<file path="config.mk">
export PLATFORM = sky130hd
export DESIGN_NAME = conv_sequencer_flat
export DESIGN_NICKNAME = d
export VERILOG_FILES = /design/src/rtl/conv_sequencer_if.sv /design/src/rtl/conv_sequencer.sv /design/src/flat_wrapper.sv
export SDC_FILE = /design/constraint.sdc
export NUM_CORES = 1
export LEC_CHECK = 0
export ABC_CLOCK_PERIOD_IN_PS = 4700
export CAP_MARGIN = 20
export CORE_AREA = 2 2 251 253
export CTS_CLUSTER_SIZE = 24
export DETAILED_ROUTE_END_ITERATION = 12
export DIE_AREA = 0 0 253 255
export PLACE_DENSITY_LB_ADDON = 0.3
export SETUP_SLACK_MARGIN = 0.4
export SLEW_MARGIN = 20
export SYNTH_ARGS = -nofsm -noshare
export SYNTH_HDL_FRONTEND = slang
export SYNTH_SLANG_ARGS = --single-unit
</file>
<file path="constraint.sdc">
create_clock -name clk -period 4.7 [get_ports clk]
set_clock_uncertainty 0.15 [all_clocks]
set_input_delay 0.94 -clock clk [delete_from_list [all_inputs] [get_ports clk]]
set_output_delay 0.94 -clock clk [all_outputs]
set_load 0.03 [all_outputs]
</file>
<file path="src/rtl/conv_sequencer_if.sv">
// Host/datapath bundle for conv_sequencer: job control, byte stream, operands and result.
// keep_kernel exists only when CONV_SEQ_KERNEL_REUSE_EN is defined.
interface conv_sequencer_if;
   logic         start;
   logic [1:0]   size;
   logic         abort;
   logic         in_valid;
   logic [7:0]   in_data;
   logic         in_ready;
   logic         busy;
   logic [199:0] conv_pixel;
   logic [199:0] conv_kernel;
   logic [1:0]   conv_size;
   logic [199:0] conv_result;
   logic         res_valid;
   logic [15:0]  res_data;
   logic         res_ack;
`ifdef CONV_SEQ_KERNEL_REUSE_EN
   logic         keep_kernel;

   modport master (
      output start, size, abort, in_valid, in_data, conv_result, res_ack, keep_kernel,
      input  in_ready, busy, conv_pixel, conv_kernel, conv_size, res_valid, res_data
   );
   modport slave (
      input  start, size, abort, in_valid, in_data, conv_result, res_ack, keep_kernel,
      output in_ready, busy, conv_pixel, conv_kernel, conv_size, res_valid, res_data
   );
`else
   modport master (
      output start, size, abort, in_valid, in_data, conv_result, res_ack,
      input  in_ready, busy, conv_pixel, conv_kernel, conv_size, res_valid, res_data
   );
   modport slave (
      input  start, size, abort, in_valid, in_data, conv_result, res_ack,
      output in_ready, busy, conv_pixel, conv_kernel, conv_size, res_valid, res_data
   );
`endif
endinterface

</file>
<file path="src/rtl/conv_sequencer.sv">
// Loads an NxN kernel and pixel window from a byte stream into 25-lane operands, then captures the datapath result.
// Latency: res_valid rises WAIT_CYCLES+1 cycles after the final pixel byte; held until res_ack.
// Backpressure: in_ready only in the load states; kernel reuse under CONV_SEQ_KERNEL_REUSE_EN.
module conv_sequencer #(
   parameter int WAIT_CYCLES = 1
) (
   input logic             clk,
   input logic             rst_n,
   conv_sequencer_if.slave bus
);
   typedef enum logic [2:0] {IDLE, LOAD_K, LOAD_P, COMPUTE, DONE} state_t;

   localparam logic [3:0] WAIT_LAST = 4'(WAIT_CYCLES);

   state_t       state;
   state_t       state_nxt;
   logic [1:0]   size_q;
   logic [2:0]   row;
   logic [2:0]   col;
   logic [3:0]   wait_cnt;
   logic [199:0] ker_q;
   logic [199:0] pix_q;
   logic [15:0]  res_q;
   logic         in_ready_c;
   logic         busy_c;
   logic         res_valid_c;
   logic         xfer;
   logic         last_elem;
   logic         last_wait;
   logic         skip_k;
   logic [2:0]   n_m1;
   logic [4:0]   lane;
   logic         unused_res_bits;

   assign n_m1      = {1'b0, size_q} + 3'd1;
   assign lane      = {2'b00, row} * 5'd5 + {2'b00, col};
   assign xfer      = bus.in_valid & in_ready_c;
   assign last_elem = (row == n_m1) && (col == n_m1);
   assign last_wait = (wait_cnt == WAIT_LAST);
   assign unused_res_bits = ^bus.conv_result[199:16];

`ifdef CONV_SEQ_KERNEL_REUSE_EN
   logic kernel_loaded;

   // A size change invalidates the stored kernel, so reuse also requires a matching size.
   assign skip_k = bus.keep_kernel & kernel_loaded & (bus.size == size_q);

   always_ff @(posedge clk or negedge rst_n) begin
      if (!rst_n) begin
         kernel_loaded <= 1'b0;
      end else if (bus.abort) begin
         kernel_loaded <= 1'b0;
      end else if (state == IDLE && bus.start && bus.size != size_q) begin
         kernel_loaded <= 1'b0;
      end else if (state == LOAD_K && xfer && last_elem) begin
         kernel_loaded <= 1'b1;
      end
   end
`else
   assign skip_k = 1'b0;
`endif

   always_ff @(posedge clk or negedge rst_n) begin
      if (!rst_n) state <= IDLE;
      else        state <= state_nxt;
   end

   always_comb begin
      state_nxt = state;
      case (state)
         IDLE:    if (bus.start) state_nxt = skip_k ? LOAD_P : LOAD_K;
         LOAD_K:  if (xfer && last_elem) state_nxt = LOAD_P;
         LOAD_P:  if (xfer && last_elem) state_nxt = COMPUTE;
         COMPUTE: if (last_wait) state_nxt = DONE;
         DONE:    if (bus.res_ack) state_nxt = IDLE;
         default: state_nxt = IDLE;
      endcase
      if (bus.abort) state_nxt = IDLE;
   end

   always_comb begin
      in_ready_c  = (state == LOAD_K) || (state == LOAD_P);
      busy_c      = (state != IDLE);
      res_valid_c = (state == DONE);
   end

   // COMPUTE spends one launch cycle plus WAIT_CYCLES settle cycles before capturing.
   always_ff @(posedge clk or negedge rst_n) begin
      if (!rst_n) begin
         size_q   <= 2'd0;
         row      <= 3'd0;
         col      <= 3'd0;
         wait_cnt <= 4'd0;
         ker_q    <= '0;
         pix_q    <= '0;
         res_q    <= 16'd0;
      end else if (bus.abort) begin
         row <= 3'd0;
         col <= 3'd0;
      end else begin
         case (state)
            IDLE: begin
               if (bus.start) begin
                  size_q <= bus.size;
                  row    <= 3'd0;
                  col    <= 3'd0;
                  pix_q  <= '0;
                  if (!skip_k) ker_q <= '0;
               end
            end
            LOAD_K, LOAD_P: begin
               if (xfer) begin
                  if (state == LOAD_K) ker_q[{lane, 3'b000} +: 8] <= bus.in_data;
                  else                 pix_q[{lane, 3'b000} +: 8] <= bus.in_data;
                  if (last_elem) begin
                     row      <= 3'd0;
                     col      <= 3'd0;
                     wait_cnt <= 4'd0;
                  end else if (col == n_m1) begin
                     col <= 3'd0;
                     row <= row + 3'd1;
                  end else begin
                     col <= col + 3'd1;
                  end
               end
            end
            COMPUTE: begin
               wait_cnt <= wait_cnt + 4'd1;
               if (last_wait) res_q <= bus.conv_result[15:0];
            end
            default: ;
         endcase
      end
   end

   assign bus.in_ready    = in_ready_c;
   assign bus.busy        = busy_c;
   assign bus.res_valid   = res_valid_c;
   assign bus.res_data    = res_q;
   assign bus.conv_size   = size_q;
   assign bus.conv_kernel = ker_q;
   assign bus.conv_pixel  = pix_q;
endmodule

</file>
<file path="src/flat_wrapper.sv">
// flat-port wrapper written by rule: the top's interface ports become plain ports
module conv_sequencer_flat 
#(
   parameter int WAIT_CYCLES = 1
)
  (clk, rst_n, bus_start, bus_size, bus_abort, bus_in_valid, bus_in_data, bus_conv_result, bus_res_ack, bus_in_ready, bus_busy, bus_conv_pixel, bus_conv_kernel, bus_conv_size, bus_res_valid, bus_res_data);
  conv_sequencer_if bus_i ();
  input logic clk;
  input logic rst_n;
  input wire logic [$bits(bus_i.start)-1:0] bus_start;
  input wire logic [$bits(bus_i.size)-1:0] bus_size;
  input wire logic [$bits(bus_i.abort)-1:0] bus_abort;
  input wire logic [$bits(bus_i.in_valid)-1:0] bus_in_valid;
  input wire logic [$bits(bus_i.in_data)-1:0] bus_in_data;
  input wire logic [$bits(bus_i.conv_result)-1:0] bus_conv_result;
  input wire logic [$bits(bus_i.res_ack)-1:0] bus_res_ack;
  output wire logic [$bits(bus_i.in_ready)-1:0] bus_in_ready;
  output wire logic [$bits(bus_i.busy)-1:0] bus_busy;
  output wire logic [$bits(bus_i.conv_pixel)-1:0] bus_conv_pixel;
  output wire logic [$bits(bus_i.conv_kernel)-1:0] bus_conv_kernel;
  output wire logic [$bits(bus_i.conv_size)-1:0] bus_conv_size;
  output wire logic [$bits(bus_i.res_valid)-1:0] bus_res_valid;
  output wire logic [$bits(bus_i.res_data)-1:0] bus_res_data;
  assign bus_i.start = bus_start;
  assign bus_i.size = bus_size;
  assign bus_i.abort = bus_abort;
  assign bus_i.in_valid = bus_in_valid;
  assign bus_i.in_data = bus_in_data;
  assign bus_i.conv_result = bus_conv_result;
  assign bus_i.res_ack = bus_res_ack;
  assign bus_in_ready = bus_i.in_ready;
  assign bus_busy = bus_i.busy;
  assign bus_conv_pixel = bus_i.conv_pixel;
  assign bus_conv_kernel = bus_i.conv_kernel;
  assign bus_conv_size = bus_i.conv_size;
  assign bus_res_valid = bus_i.res_valid;
  assign bus_res_data = bus_i.res_data;
  conv_sequencer #(.WAIT_CYCLES(WAIT_CYCLES)) u_core (.clk(clk), .rst_n(rst_n), .bus(bus_i));
endmodule
</file>
==> results by group, run 1 <==
Status
  – Status: completed

Logic synthesis
  – Yosys reg bits: 431
  – Adder-Cell Fraction of Synth Area: 1.08%
  – Register area share after synthesis: around three fifths
  – Cell area after synthesis: 18,000 um^2
  – Cells after Synth: 1,481
  – Xor/xnor cell area share of the yosys netlist: less than 1%
  – Number of synthesized flops with an enable pin: 0
  – Distinct cells, synth: 62
  – Ys Warns: 0
  – Ys flop type: dfrtp_1
  – Synth async-reset ratio: 100%
  – Main combinational cell family by area after synthesis: multiplexers
  – Simple-Gate Fraction of Synth Area: 9.30%
  – Mux contribution to synthesized area: 14.4%
  – Synth Area in Compound Gates: 11.5%
  – Avg Cell Area, Syn: 12.2 um^2
  – Syn nets: ~1,700

Global route
  – Remaining Overflow, GRT: 0
  – First-pass GRT wire length: 96.5 mm
  – GRT Overall Usage: 20.1%
  – Initial antenna violation count: 5
  – Number of global-route vias before repair: about 14,000
  – Largest net degree at the start of global routing: just over 100

Layout
  – Final cell count without fillers: 2,774
  – Final nets: 2,171
  – Util after Layout: 40.7%
  – Synth-to-Final Area Change: 40.2%
  – Share of cells above drive strength 1: 10.2%
  – Number of fill cells: 5,877
  – Most frequent cells in the layout: clkdlybuf4s50_1 (451), dfrtp_1 (431), nand2_1 (263)
  – Final instance area: 25,300 um^2
  – Commonest non-fill, non-tap cell in the layout: clkdlybuf4s50_1

Clocking
  – Cell chosen for the clock root: clkbuf_16
  – Inserted Clock Buffers: 48
  – # H-tree levels: 2
  – Max Root-Sink Buffers: 3
  – CTS tree: yes
  – CTS Sinks: 431
  – Later-pin clock latency in the skew report: 0.58 ns
  – Worst-path clk slew: 0.06 ns

Placement
  – I/O Buffers: 452
  – DP Wirelength: 45.9 mm
  – Post-DP Area: 23,700 um^2
  – Placed Cells: around 2,700
  – Placer Congestion: about 0.82

Setup path
  – Kind of critical path: flop to primary output
  – Worst Setup End Kind: primary output
  – Reg2reg path depth: 8
  – Worst Path Max Fanout: 16
  – Critical Path RT: between 3 and 4 ns
  – Worst Setup EP: bus_in_ready
  – Nature of the critical path startpoint: flop
  – Reg-to-reg critical path endpoint: u_core.bus.conv_kernel[26]$_DFFE_PN0P_
  – Reg2reg start: u_core.row[0]$_DFFE_PN0P_
  – Arr. time, crit path: roughly 3.0 ns
  – Reg2reg setup slack: 0.61 ns
  – Crit path from: u_core.state[1]$_DFFE_PN0P_

Die
  – Core ar.: 62,200 um^2
  – Initial core utilization: 29.0%
  – Die Footprint: approximately 65,000 um^2
  – Die H: 255 um
  – Chip Width: between 200 and 300 um
  – IO Count: approximately 640
  – Row count: 92

Timing
  – FMAX: 243 MHz
  – Final Hold Fails: 0
  – Post-layout minimum cycle time: 4.11 ns
  – Fin crit share: 87.5%
  – Rel. slew slack: between 20% and 30%
  – RSZ-0062 raised after global routing: true
  – Slew @ Worst Pin: 1.10 ns
  – Setup TNS Final: 0 ns
  – Finish-stage setup viols: 0
  – Final Slew Violations: 0

Power
  – Leakage power: 11.7 nW
  – Final Power: 11.1 mW
  – Maximum vdd drop: 285 uV
  – PwrDens: 438 nW/um^2

Route
  – Detailed Route WL: 66.2 mm
  – Vias: 13,900
  – Avg WL per Cell: 23.9 um
  – Residual DRC: 0
  – Routed Antenna Nets: 0
  – Vias/cell: between 5 and 6
  – Initial drt markers: 1,001
  – Drt pass-1 iters: 5

Job
  – Max_cap viols: 0

Min path
  – Worst Hold Class: primary input to asynchronous set/reset pin
[synth_stat cells, drive strengths merged, types with 3 or more instances]
cell type    n  share of area [%]
inv         44               0.92
mux2        16                1.0
a32o        33                1.8
mux2i      242                 13
nor2        20               0.42
dfrtp      431                 60
nand2      272                5.7
ha          14               0.97
or3          3               0.10
nand4        4               0.14
a21oi       12               0.35
o21ai       21               0.62
o22ai       33                1.1
clkbuf      77                1.6
and3        12               0.42
o31ai        6               0.25
nand2b       4               0.14
a22o        97                4.7
a2111oi      5               0.35
buf         23               0.59
nand3       16               0.64
nor4         7               0.33
xor2         8               0.43
o211ai      14               0.83
xnor2        6               0.33
a211oi       7               0.64
or4          3               0.12
nor3        21               0.87
a31oi        8               0.35
[critical path: stages, from the launching register on]
cell             delay [ns]
dfrtp_1                0.48
xor2_1                 0.22
buf_4                  0.20
nand2_1                0.09
clkinv_1               0.61
clkdlybuf4s50_1        0.84
[per-stage QoR]
step | hold WS [ns] | worst slack [ns]
6_report | 0.274 | 0.587
5_1_grt | 0.323 | 0.380
4_1_cts | 0.289 | 0.484
3_5_place_dp | 0.330 | 0.493
3_3_place_gp | 0.323 | 0.392
2_1_floorplan | 0.304 | 1.12
[repair_timing]
| item | CTS | global route |
|---|---|---|
| buffers inserted | 0 | 2 |
| endpoints found under the hold margin | 0 | 0 |
| setup endpoints to repair | 0 | 27 |
| hold buffers | 0 | 0 |
| gates resized for setup | 0 | 3 |
[how the worst min path moves through the flow]
stage | from | end | slack [ns] | cells after the start
6_report | rst_n | u_core.bus.conv_kernel[156]$_DFFE_PN0P_ | 0.27 | 1
5_1_grt | rst_n | u_core.bus.conv_kernel[156]$_DFFE_PN0P_ | 0.32 | 1
4_1_cts | rst_n | u_core.bus.conv_kernel[159]$_DFFE_PN0P_ | 0.29 | 1
3_5_place_dp | u_core.bus.conv_pixel[62]$_DFFE_PN0P_ | u_core.bus.conv_pixel[62]$_DFFE_PN0P_ | 0.33 | 1
3_3_place_gp | u_core.wait_cnt[3]$_DFFE_PN0P_ | u_core.wait_cnt[3]$_DFFE_PN0P_ | 0.32 | 1
2_1_floorplan | u_core.wait_cnt[3]$_DFFE_PN0P_ | u_core.wait_cnt[3]$_DFFE_PN0P_ | 0.30 | 1
[power by group]
part	switching (mW)	internal (mW)	total, mW
Combinational	2.44	0.904	3.34
Clock	1.53	2.12	3.65
Sequential	0.179	3.91	4.09
Total	4.14	6.94	11.1
[layout make-up]
cell class | instances | area (um^2) | area share (%)
timing repair buffer | 509 | 5060 | 20.0
clock inverter | 12 | 101 | 0.401
antenna | 1 | 2.50 | 0.00990
multi-input combinational | 905 | 6760 | 26.7
inverter | 45 | 169 | 0.668
clock buffer | 72 | 1410 | 5.59
tap | 799 | 1000 | 3.95
sequential | 431 | 10800 | 42.7
[state kept, by name, indices dropped and copies added, names as in the netlist]
register / cells
u_core.bus.conv_kernel: 200
u_core.row: 3
u_core.col: 3
u_core.bus.res_data: 16
u_core.bus.conv_size: 2
u_core.bus.conv_pixel: 200
u_core.state: 3
u_core.wait_cnt: 4
[per-layer routing]
layer	global-route usage, %	wire, um
met1	26.8	29100
met2	30.9	29600
met3	7.18	5910
met4	5.43	1560
met5	0	48
[logic make-up after synthesis]
family	after synthesis
flops	431
fa+ha+maj	15
mux	258
compound gates	245
simple gates	373
buf+inv	145
xor+xnor	14
No activity file was read; power rests on OpenSTA's default activity.
==> inputs of run 2 (changes only) <==
--- a/config.mk
+++ b/config.mk
@@ -8,6 +8,7 @@
 export ABC_CLOCK_PERIOD_IN_PS = 4700
 export CAP_MARGIN = 20
 export CORE_AREA = 2 2 251 253
+export CTS_BUF_LIST = sky130_fd_sc_hd__clkbuf_4 sky130_fd_sc_hd__clkbuf_8
 export CTS_CLUSTER_SIZE = 24
 export DETAILED_ROUTE_END_ITERATION = 12
 export DIE_AREA = 0 0 253 255
==> results by group, run 2 (synthesis gave the netlist of run 1 again) <==
Route
  – Drt pass-1 iters: 5
  – Vias/cell: about 5
  – Vias: 14,100
  – Detailed Route WL: around 67 mm
  – Residual DRC: 0
  – Routed Antenna Nets: 0
  – Initial drt markers: 1,051
  – Avg WL per Cell: 23.6 um

Timing
  – Fin crit share: roughly 87%
  – Slew @ Worst Pin: 1.12 ns
  – Finish-stage setup viols: 0
  – Post-layout minimum cycle time: 4.08 ns
  – Rel. slew slack: 25.2%
  – Final Hold Fails: 0
  – Final hold slack: 0.181 ns
  – FMAX: 245 MHz
  – RSZ-0062 raised after global routing: true
  – Setup TNS Final: 0 ns
  – Final Slew Violations: 0

Global route
  – Remaining Overflow, GRT: 0
  – First-pass GRT wire length: about 100 mm
  – Number of global-route vias before repair: 14,500
  – Initial antenna violation count: 5
  – Largest net degree at the start of global routing: 101
  – GRT Overall Usage: between 20% and 30%

Placement
  – Placed Cells: 2,687
  – DP Wirelength: ~46 mm
  – Placer Congestion: 0.822
  – I/O Buffers: 452
  – Post-DP Area: 23,700 um^2

Status
  – Status: completed

Clocking
  – Later-pin clock latency in the skew report: between 0.6 and 0.7 ns
  – Cell chosen for the clock root: clkbuf_8
  – CTS tree: yes
  – Inserted Clock Buffers: 77
  – Hold-fix buffers, CTS: 0
  – Worst-path clk slew: about 0.070 ns
  – CTS Sinks: around 430
  – Max Root-Sink Buffers: 3
  – # H-tree levels: 3

Layout
  – Synth-to-Final Area Change: 41.1%
  – Most frequent cells in the layout: clkdlybuf4s50_1 (451), dfrtp_1 (431), nand2_1 (263)
  – Share of cells above drive strength 1: 13.2%
  – Final nets: 2,200
  – Final cell count without fillers: roughly 2,800
  – Final instance area: 25,500 um^2
  – Commonest non-fill, non-tap cell in the layout: clkdlybuf4s50_1

Die
  – Core ar.: 62,200 um^2
  – IO Count: 637
  – Chip Width: between 200 and 300 um
  – Die H: 255 um
  – Initial core utilization: between 20 and 30%
  – Die Footprint: 64,500 um^2
  – Row count: 92

Power
  – Maximum vdd drop: ~230 uV
  – Final Power: approximately 11 mW
  – Leakage power: between 10 and 15 nW
  – PwrDens: 442 nW/um^2

Setup path
  – Arr. time, crit path: 4.45 ns
  – Critical Path RT: 5.08 ns
  – Nature of the critical path startpoint: flop
  – Kind of critical path: flop to flop
  – Worst Path Max Fanout: 8
  – Worst Setup End Kind: flop

Job
  – Max_cap viols: 0

Min path
  – Worst Hold Class: primary input to asynchronous set/reset pin
run 2: cell types whose count changed in the layout (fill, tap and decap cells not counted):
cell,before,now
clkinv_1,1,0
bufinv_16,1,3
clkbuf_8,10,97
clkinv_2,6,11
a2111oi_0,2,3
clkinv_8,0,1
a2111oi_1,2,1
clkbuf_16,49,0
inv_6,3,0
inv_8,0,3
clkbuf_4,0,19
clkbuf_1,13,0
run 2: metrics by stage:
step	util [%]	worst slack, ns
5_1_grt	40.9	0.385
2_1_floorplan	-	1.12
6_report	40.9	0.623
4_1_cts	40.9	0.478
3_3_place_gp	38.1	0.392
3_5_place_dp	38.1	0.493
run 2: final cells by class:
type	count	area, um^2
well taps	799	1000
clock buffers	116	1480
fillers	5912	36700
repair buffers	509	5060
multi-input cells	905	6760
flip-flops and latches	431	10800
diodes	1	2.50
inverters	45	173
clock inverters	19	203
run 2: where the power goes:
part	internal [mW]	switching [mW]	total [mW]
Combinational	0.905	2.44	3.34
Sequential	3.91	0.181	4.09
Clock	2.19	1.63	3.81
run 2: worst paths after layout:
kind	cells after the start	end	slack [ns]	from
setup reg to reg	8	u_core.bus.conv_kernel[26]$_DFFE_PN0P_	0.62	u_core.row[0]$_DFFE_PN0P_
setup / recovery	8	u_core.bus.conv_kernel[26]$_DFFE_PN0P_	0.62	u_core.row[0]$_DFFE_PN0P_
hold reg to reg	1	u_core.bus.conv_pixel[62]$_DFFE_PN0P_	0.34	u_core.bus.conv_pixel[62]$_DFFE_PN0P_
hold / removal	1	u_core.bus.conv_kernel[159]$_DFFE_PN0P_	0.18	rst_n
min in group clk	1	u_core.bus.conv_pixel[62]$_DFFE_PN0P_	0.34	u_core.bus.conv_pixel[62]$_DFFE_PN0P_
max in group asynchronous	2	u_core.bus.conv_pixel[125]$_DFFE_PN0P_	3.17	rst_n
run 2: what timing repair did:
action,in CTS,in global routing
setup buffers,0,2
resized for setup,0,3
setup endpoints to repair,0,27
run 2: critical path, stage by stage, from the launching register on:
cell	delay [ns]
dfrtp_1	0.46
ha_1	0.33
ha_1	0.31
fa_1	0.58
xnor2_1	0.50
nand2_1	0.37
a2111oi_1	0.58
o21ai_1	0.38
a22o_1	0.28
run 2: layer usage:
metal,GRT usage (%),vias to the layer above,share of wire (%)
met1,26.8,7115,43
met5,0,-,0.085
li1,-,6262,-
met2,30.9,591,44
met3,7.44,113,9.5
met4,7.05,8,2.6
